### config.mk
export PLATFORM = sky130hd
export DESIGN_NAME = serial_adder_32_bit
export DESIGN_NICKNAME = d
export VERILOG_FILES = /design/src/rtl/serial_adder_32_bit_pkg.sv /design/src/rtl/serial_adder_32_bit_adder_4_bit.sv /design/src/rtl/serial_adder_32_bit.sv
export SDC_FILE = /design/constraint.sdc
export NUM_CORES = 1
export LEC_CHECK = 0
export ABC_AREA = 1
export CAP_MARGIN = 20
export CORE_MARGIN = 4
export CORE_UTILIZATION = 56
export CTS_BUF_LIST = sky130_fd_sc_hd__clkbuf_8
export CTS_CLUSTER_DIAMETER = 120
export DETAILED_ROUTE_END_ITERATION = 10
export PLACE_DENSITY = 0.85
export REMOVE_ABC_BUFFERS = 1
export SLEW_MARGIN = 40
export SYNTH_ARGS = -nofsm -noshare
export SYNTH_HDL_FRONTEND = slang
export SYNTH_SLANG_ARGS = --single-unit
export TNS_END_PERCENT = 10
### constraint.sdc
create_clock -name clock -period 5.1 [get_ports clock]
set_clock_uncertainty 0.2 [all_clocks]
set_input_delay 0.51 -clock clock [delete_from_list [all_inputs] [get_ports clock]]
set_output_delay 0.51 -clock clock [all_outputs]
set_load 0.05 [all_outputs]
### src/rtl/serial_adder_32_bit_pkg.sv
// Shared definitions for the digit-serial adder.
//   WIDTH_DEF / DIGIT_DEF : default operand width and bits added per cycle
//   STEPS                 : digit steps per addition at the defaults
//   state_e               : FSM state encoding
package serial_adder_32_bit_pkg;

  localparam int unsigned WIDTH_DEF = 32;
  localparam int unsigned DIGIT_DEF = 4;
  localparam int unsigned STEPS     = WIDTH_DEF / DIGIT_DEF;

  typedef enum logic [1:0] {
    IDLE = 2'b00,
    RUN  = 2'b01,
    DONE = 2'b10
  } state_e;

endpackage

### src/rtl/serial_adder_32_bit_adder_4_bit.sv
// Combinational digit adder used by the serial adder.
// Ports:
//   a, b  : digit operands
//   cin   : carry in
//   sum   : digit sum
//   cout  : carry out of the digit
module adder_4_bit
  import serial_adder_32_bit_pkg::*;
#(
  parameter int unsigned W = DIGIT_DEF
) (
  input  logic [W-1:0] a,
  input  logic [W-1:0] b,
  input  logic         cin,
  output logic [W-1:0] sum,
  output logic         cout
);

  always_comb begin
    {cout, sum} = {1'b0, a} + {1'b0, b} + {{W{1'b0}}, cin};
  end

endmodule

### src/rtl/serial_adder_32_bit.sv
// Digit-serial adder: computes a + b + cin, DIGIT bits per clock.
// Ports:
//   clock, clear       : clock and synchronous active-high reset
//   start, a, b, cin   : request and operands, latched when accepted in IDLE
//   sum, cout, overflow: registered result, qualified by done
//   busy, done         : operation in progress / one-cycle result-valid pulse
//
// state | meaning
// IDLE  | waiting for start, result outputs hold
// RUN   | one digit added per edge, STEPS edges total
// DONE  | result valid for one cycle, then back to IDLE
module serial_adder_32_bit
  import serial_adder_32_bit_pkg::*;
#(
  parameter int unsigned WIDTH = WIDTH_DEF,
  parameter int unsigned DIGIT = DIGIT_DEF
) (
  input  logic             clock,
  input  logic             clear,
  input  logic             start,
  input  logic [WIDTH-1:0] a,
  input  logic [WIDTH-1:0] b,
  input  logic             cin,
  output logic [WIDTH-1:0] sum,
  output logic             cout,
  output logic             overflow,
  output logic             busy,
  output logic             done
);

  localparam int unsigned N_STEPS = WIDTH / DIGIT;
  localparam int unsigned CNT_W   = (N_STEPS > 1) ? $clog2(N_STEPS) : 1;

  state_e             state_q, state_d;
  logic [WIDTH-1:0]   a_sh_q, a_sh_d;
  logic [WIDTH-1:0]   b_sh_q, b_sh_d;
  logic [WIDTH-1:0]   sum_q, sum_d;
  logic [CNT_W-1:0]   cnt_q, cnt_d;
  logic               carry_q, carry_d;
  logic               a_msb_q, a_msb_d;
  logic               b_msb_q, b_msb_d;
  logic               cout_q, cout_d;
  logic               ovf_q, ovf_d;
  logic               busy_q, busy_d;
  logic               done_q, done_d;

  logic [DIGIT-1:0]   dig_sum;
  logic               dig_cout;

  adder_4_bit #(.W(DIGIT)) u_digit (
    .a    (a_sh_q[DIGIT-1:0]),
    .b    (b_sh_q[DIGIT-1:0]),
    .cin  (carry_q),
    .sum  (dig_sum),
    .cout (dig_cout)
  );

  always_comb begin
    state_d = state_q;
    a_sh_d  = a_sh_q;
    b_sh_d  = b_sh_q;
    sum_d   = sum_q;
    cnt_d   = cnt_q;
    carry_d = carry_q;
    a_msb_d = a_msb_q;
    b_msb_d = b_msb_q;
    cout_d  = cout_q;
    ovf_d   = ovf_q;

    case (state_q)
      IDLE: begin
        if (start) begin
          a_sh_d  = a;
          b_sh_d  = b;
          carry_d = cin;
          cnt_d   = '0;
          // operands get shifted away, so keep their sign bits for overflow
          a_msb_d = a[WIDTH-1];
          b_msb_d = b[WIDTH-1];
          state_d = RUN;
        end
      end
      RUN: begin
        a_sh_d  = a_sh_q >> DIGIT;
        b_sh_d  = b_sh_q >> DIGIT;
        // new digit enters at the top; after N_STEPS shifts digit 0 is at the bottom
        sum_d   = {dig_sum, sum_q[WIDTH-1:DIGIT]};
        carry_d = dig_cout;
        cnt_d   = cnt_q + CNT_W'(1);
        if (cnt_q == CNT_W'(N_STEPS - 1)) begin
          cout_d  = dig_cout;
          ovf_d   = (a_msb_q == b_msb_q) && (dig_sum[DIGIT-1] != a_msb_q);
          state_d = DONE;
        end
      end
      DONE:    state_d = IDLE;
      default: state_d = IDLE;
    endcase

    busy_d = (state_d != IDLE);
    done_d = (state_d == DONE);
  end

  always_ff @(posedge clock) begin
    if (clear) begin
      state_q <= IDLE;
      a_sh_q  <= '0;
      b_sh_q  <= '0;
      sum_q   <= '0;
      cnt_q   <= '0;
      carry_q <= 1'b0;
      a_msb_q <= 1'b0;
      b_msb_q <= 1'b0;
      cout_q  <= 1'b0;
      ovf_q   <= 1'b0;
      busy_q  <= 1'b0;
      done_q  <= 1'b0;
    end else begin
      state_q <= state_d;
      a_sh_q  <= a_sh_d;
      b_sh_q  <= b_sh_d;
      sum_q   <= sum_d;
      cnt_q   <= cnt_d;
      carry_q <= carry_d;
      a_msb_q <= a_msb_d;
      b_msb_q <= b_msb_d;
      cout_q  <= cout_d;
      ovf_q   <= ovf_d;
      busy_q  <= busy_d;
      done_q  <= done_d;
    end
  end

  assign sum      = sum_q;
  assign cout     = cout_q;
  assign overflow = ovf_q;
  assign busy     = busy_q;
  assign done     = done_q;

endmodule

Word-level counts from Yosys, hierarchy flattened
Index checks and enable logic that the tools add are counted.
{ "op_classes": {"n_eq_ne": 6, "n_mux": 11, "addsub": 3, "reduce_logical": 7} }
{ "ops": {"columns": ["op", "count"], "rows": [
  ["32-bit one-hot mux with 2 select lines", 2],
  ["32-bit 2-to-1 mux", 2],
  ["3-bit one-hot mux with 2 select lines", 1],
  ["2-bit AND reduction", 3],
  ["4-bit by 4-bit adder with 5-bit output", 1],
  ["5-bit by 1-bit adder with 5-bit output", 1],
  ["2-bit 2-to-1 mux", 2],
  ["2-bit one-hot mux with 2 select lines", 1],
  ["2-bit nonzero test", 2],
  ["3-bit by 1-bit adder with 3-bit output, second input constant", 1],
  ["3-bit == test, second input constant", 1],
  ["3-bit 2-to-1 mux", 1],
  ["2-bit by 1-bit == test with 1-bit output, second input constant", 1],
  ["2-bit == test, second input constant", 1],
  ["2-bit zero test", 1],
  ["2-bit != test, second input constant", 1],
  ["1-bit one-hot mux with 2 select lines", 1],
  ["1-bit == test", 1],
  ["1-bit logical AND", 1],
  ["1-bit 2-to-1 mux", 1],
  ["1-bit != test", 1]
]} }
{ "totals": {"word_cells": 39, "regBits": 108, "out_inout_bits": 36} }

Depth between registers and ports, before layout
{ "depth": {"ltp_word": 4, "mapped_depth": 9, "mapped_depth_nobuf": 9} }

By module
Synthesis repeated with hierarchy kept, for this count alone.
{ "hier_totals": {"hier_cells": 740, "hier_area_um2": 4969.8} }
{ "by_module_without_submodules": {"columns": ["mod", "cells_per_inst", "area_each_um2", "instances"], "rows": [
  ["serial_adder_32_bit", 715, 4804.6, 1],
  ["adder_4_bit", 25, 165.2, 1]
]} }

Worst setup path after synthesis
OpenSTA, ideal clock, no wires.
{ "synth_timing": {"path_kind": "flip-flop to flip-flop", "startpoint": "register a_sh_q[0]", "endpoint": "register carry_q", "stages_incl_launch_ff": 9, "arrival_time_ps": 1425, "required_time_ps": 4835, "path_slack_ps": 3410, "setup_time_ps": 65, "n_path_buf": 0, "period_less_slack_ps": 1690, "path_cell_list": "dfxtp_1 > fa_1 > inv_1 > fa_1 > o21ai_0 > nand2_1 > a21oi_1 > nor2_1 > nor2_1"} }
{ "synth_via": {"elab_chain_cells": 3} }
{ "synth_rtl": {"columns": ["element", "line", "source"], "rows": [
  ["start, declared", "serial_adder_32_bit.sv:35", "logic [WIDTH-1:0] a_sh_q, a_sh_d;"],
  ["start signal, assigned", "serial_adder_32_bit.sv:120", "a_sh_q <= a_sh_d;"],
  ["4-bit by 4-bit adder with 5-bit output", "serial_adder_32_bit_adder_4_bit.sv:20", "{cout, sum} = {1'b0, a} + {1'b0, b} + {{W{1'b0}}, cin};"],
  ["5-bit by 1-bit adder with 5-bit output", "serial_adder_32_bit_adder_4_bit.sv:20", null],
  ["1-bit one-hot mux with 2 select lines", "serial_adder_32_bit.sv:70", "case (state_q)"],
  ["end signal, assigned", "serial_adder_32_bit.sv:124", "carry_q <= carry_d;"],
  ["end, declared", "serial_adder_32_bit.sv:39", "logic carry_q, carry_d;"]
]} }
No other way between the ends.
A chain may end at the register's enable or synchronous reset.

Worst setup path in the final report
{ "layout_timing": {"startpoint": "register state_q[1]", "endpoint": "register a_sh_q[15]"} }
{ "layout_via": {"elab_chain_cells": 3, "word_cells_on_any_way": 6} }
{ "layout_rtl": {"columns": ["element", "line", "source"], "rows": [
  ["start, declared", "serial_adder_32_bit.sv:34", "state_e state_q, state_d;"],
  ["start signal, assigned", "serial_adder_32_bit.sv:119", "state_q <= state_d;"],
  ["2-bit by 1-bit == test with 1-bit output / 2-bit zero test (equally long branches)", "serial_adder_32_bit.sv:70", null],
  ["2-bit nonzero test (no line) / 2-bit != test (equally long branches)", null, null],
  ["2-bit AND reduction (no line)", null, null]
]} }
Several ways; a longest one is shown, not always the timed one.

==> qor.tcl <==
set qor(status) {completed}
set qor(hpwl_detailed_mm) 6.65
set qor(totalWireLength_mm) 10.3
set qor(most-common-layout-cells) {nand2_1 (123), dfxtp_1 (108), clkdlybuf4s50_1 (103)}
set qor(clock.fmax_mhz) 332
set qor(dieArea_sq_mm) 0.00955
set qor(synth-compound-area-share) 0.211
set qor(yosysSeqAreaShare) 0.479
set qor(synth_top_family_by_area) {compound AO/OA/AOI/OAI gates}
set qor(synth.top_cells.by_area) {dfxtp_1 (48%), nand2_1 (10%), a21oi_1 (8.3%)}
set qor(area_growth_syn_to_layout_pct) 26.2
set qor(timing_max_transition_violations_final) 0
set qor(detail_route.wl_per_cell_um) 12.9
set qor(die_w_um) 97.7
set qor(antenna_left) 0
set qor(post-synth-top-area-fraction) 0.479
set qor(worst_path_largest_cell_delay_ns) 0.54
set qor(synthesis.area_sq_mm) 0.00451
set qor(max_cap_violations) 0
set qor(numCtsBuffers) 9
set qor(initial_utilization) 0.581
set qor(synth.ff_latch_count) 108
set qor(timing.final.hold_violations) 0
set qor(clk_pin_slew_worst_paths_ns) 0.10
set qor(critical_path.startpoint) {state_q[1]}
set qor(power_per_cell_area_mw_per_mm2) 329
set qor(rows) 32
set qor(max_slew.worst_pin.slew_ns) 0.770
set qor(std_cell_core_area_sq_mm) 0.00777
set qor(drive_above_1_share) 0.0375
set qor(rsz0062_at_grt) {false}
set qor(first_global_vias) 3838
set qor(reg2reg_setup_slack_ns) 2.08
set qor(detail_route.iter0.violations) 205
set qor(final-setup-viol-count) 0
set qor(yosys.cell_types.count) 25
set qor(synthCells) 614
set qor(worst_rel_slew_slack) 0.486
set qor(cts.htree.levels) 3
set qor(cts.repair_timing.setup_buffer_count) 0
set qor(final_critical_path_setup_slack_ns) 2.08
set qor(grt_max_degree) 95
set qor(setup-tns-final_ns) 0
set qor(crit_chain) {inv_2 > nand2_4 > clkinv_2 > nor2_8 > inv_2 > o21ai_0 > a21oi_1}
set qor(final_min_period_over_clock_period) 0.591
set qor(ctsRootBufferMaster) {clkbuf_8}
set qor(timing.critical_path.fanout_max) 87
set qor(fillcell_total) 647
set qor(critical-path-top-cell-by-count) {inv_2}
set qor(gr-total-overflow) 0
set qor(dp_worst_setup_slack_ns) 2.11
set qor(post_synth.cell_area_avg_sq_um) 7.35
set qor(post_synth_xor_area_fraction) 0.00194
set qor(die_h_um) 97.7
set qor(cts_resized) 0
set qor(grt_usage) 0.215
set qor(crit_end) {a_sh_q[15]}
set qor(drc) 0
set qor(timing.hold.worst.class) {reg2reg}
set qor(proportion_of_synthesized_area_in_mux_cells) 0
set qor(post_synthesis_simple_gate_area_fraction) 0.206
set qor(drt-vias-per-instance) 5.33
set qor(antenna_cells) 0
set qor(timing.critical_path.arrival_ns) 3.08
set qor(ys.warnings.count) 0
set qor(port_buffers) 103
set qor(shortest_period_the_worst_path_allows_ns) 3.02
set qor(vdd_ir_drop_max_v) 0.000186
set qor(tritoncts) {done}
set qor(critical_path_class) {reg2reg}
set qor(yosys.area_share.adder) 0.0227
set qor(critPathLaunchType) {flip-flop}
set qor(io-pin-count) 104
set qor(route.vias.total) 4241
set qor(antenna_found_initial) 0
set qor(cp_slowest_cell) {nand2_4}
set qor(place_congestion) 0.782
set qor(leakage_nw) 2.27
set qor(timing.rr.end) {a_sh_q[15]}
set qor(critical_path_required_ns) 5.17
set qor(ctsHoldBuffers) 0
set qor(drt_first_pass_iters) 4
set qor(crit-reg2reg-launch) {state_q[1]}
set qor(grt_first_pass_wirelength_mm) 17.3
set qor(clkSinkCount) 108
set qor(mostFrequentLayoutCell) {nand2_1}
set qor(cts_buffer_depth) 2
set qor(end_kind) {flip-flop}
set qor(yosys.area.top_type) {dfxtp_1}
set qor(reg2reg_depth) 7
set qor(worst_skew_pair.late_latency_ns) 0.37
set qor(design.final.nets) 763
[Yosys cell counts, drive strengths merged]
cell,instances
a21oi,75
a31oi,1
nand2,125
nor3b,1
nor3,2
clkbuf,18
inv,32
buf,24
nor2,97
nand3,9
o211ai,1
dfxtp,108
clkinv,1
ha,5
xor2,1
fa,2
o21ai,112
[state kept, by name (all words and copies together) (netlist names)]
name	cells
carry_q	1
state_q	2
cout	1
overflow	1
a_msb_q	1
done	1
b_sh_q	32
b_msb_q	1
a_sh_q	32
cnt_q	3
busy	1
sum	32
[metrics by stage]
step | area, sq um | util | hold slack (ns) | total power [mW] | cells
floorplan | 4280 | - | 0.236 | 1.17 | 572
global placement | 5450 | 0.702 | 0.247 | 1.30 | 779
detailed placement | 5460 | 0.703 | 0.252 | 1.31 | 779
CTS | 5690 | 0.733 | 0.262 | 1.88 | 795
global route | 5690 | 0.733 | 0.285 | 1.96 | 795
finish | 5690 | 0.733 | 0.266 | 1.87 | 795
[final cells by class]
class                   instances  area (sq um)  share of cell area
inverters                      33           130              0.0229
flip-flops and latches        108          2160               0.380
clock inverters                 6          95.1              0.0167
multi-input cells             431          1990               0.349
well taps                     102           128              0.0224
repair buffers                105          1050               0.184
clock buffers                  10           138              0.0242
[cells by family (layout without fill, tap and decap cells)]
family          count (synthesis)  after routing
simple gates                  234            234
buf+inv                        75            154
fa+ha+maj                       7              7
flops                         108            108
compound gates                189            189
xor+xnor                        1              1
[per-layer routing]
metal  vias to the layer above  wire length (um)  global-route usage
met2                       135              4970               0.360
met5                         -                 0                   0
met1                      1955              4530               0.284
met4                         0               116              0.0596
met3                        10               668              0.0443
li1                       2141                 -                   -
[critical path, delay by kind of cell, from the launching register on]
kind,cells,cell delay [ns]
buffers and inverters,3,0.80
DFF,1,0.40
AOI/OAI and AO/OA,2,0.36
and+or+nand+nor,2,1.08
[how the worst min path moves through the flow]
| stage | from | to | slack (ns) | cells after the start |
|---|---|---|---|---|
| 2_1_floorplan | cnt_q[0] | cnt_q[0] | 0.24 | 1 |
| 3_3_place_gp | cnt_q[0] | cnt_q[0] | 0.25 | 1 |
| 3_5_place_dp | b_sh_q[7] | b_sh_q[3] | 0.25 | 2 |
| 4_1_cts | a_sh_q[27] | a_sh_q[23] | 0.26 | 2 |
| 5_1_grt | a_sh_q[4] | a_sh_q[4] | 0.28 | 2 |
| 6_report | b_sh_q[7] | b_sh_q[3] | 0.27 | 2 |
[report_power, final]
part	switching, mW	internal [mW]	total [mW]	leakage, nW
clock	0.286	0.294	0.580	0.117
sequential	0.0358	0.905	0.941	0.891
combinational	0.211	0.139	0.350	1.26
Power figures use the tool's default switching activity.
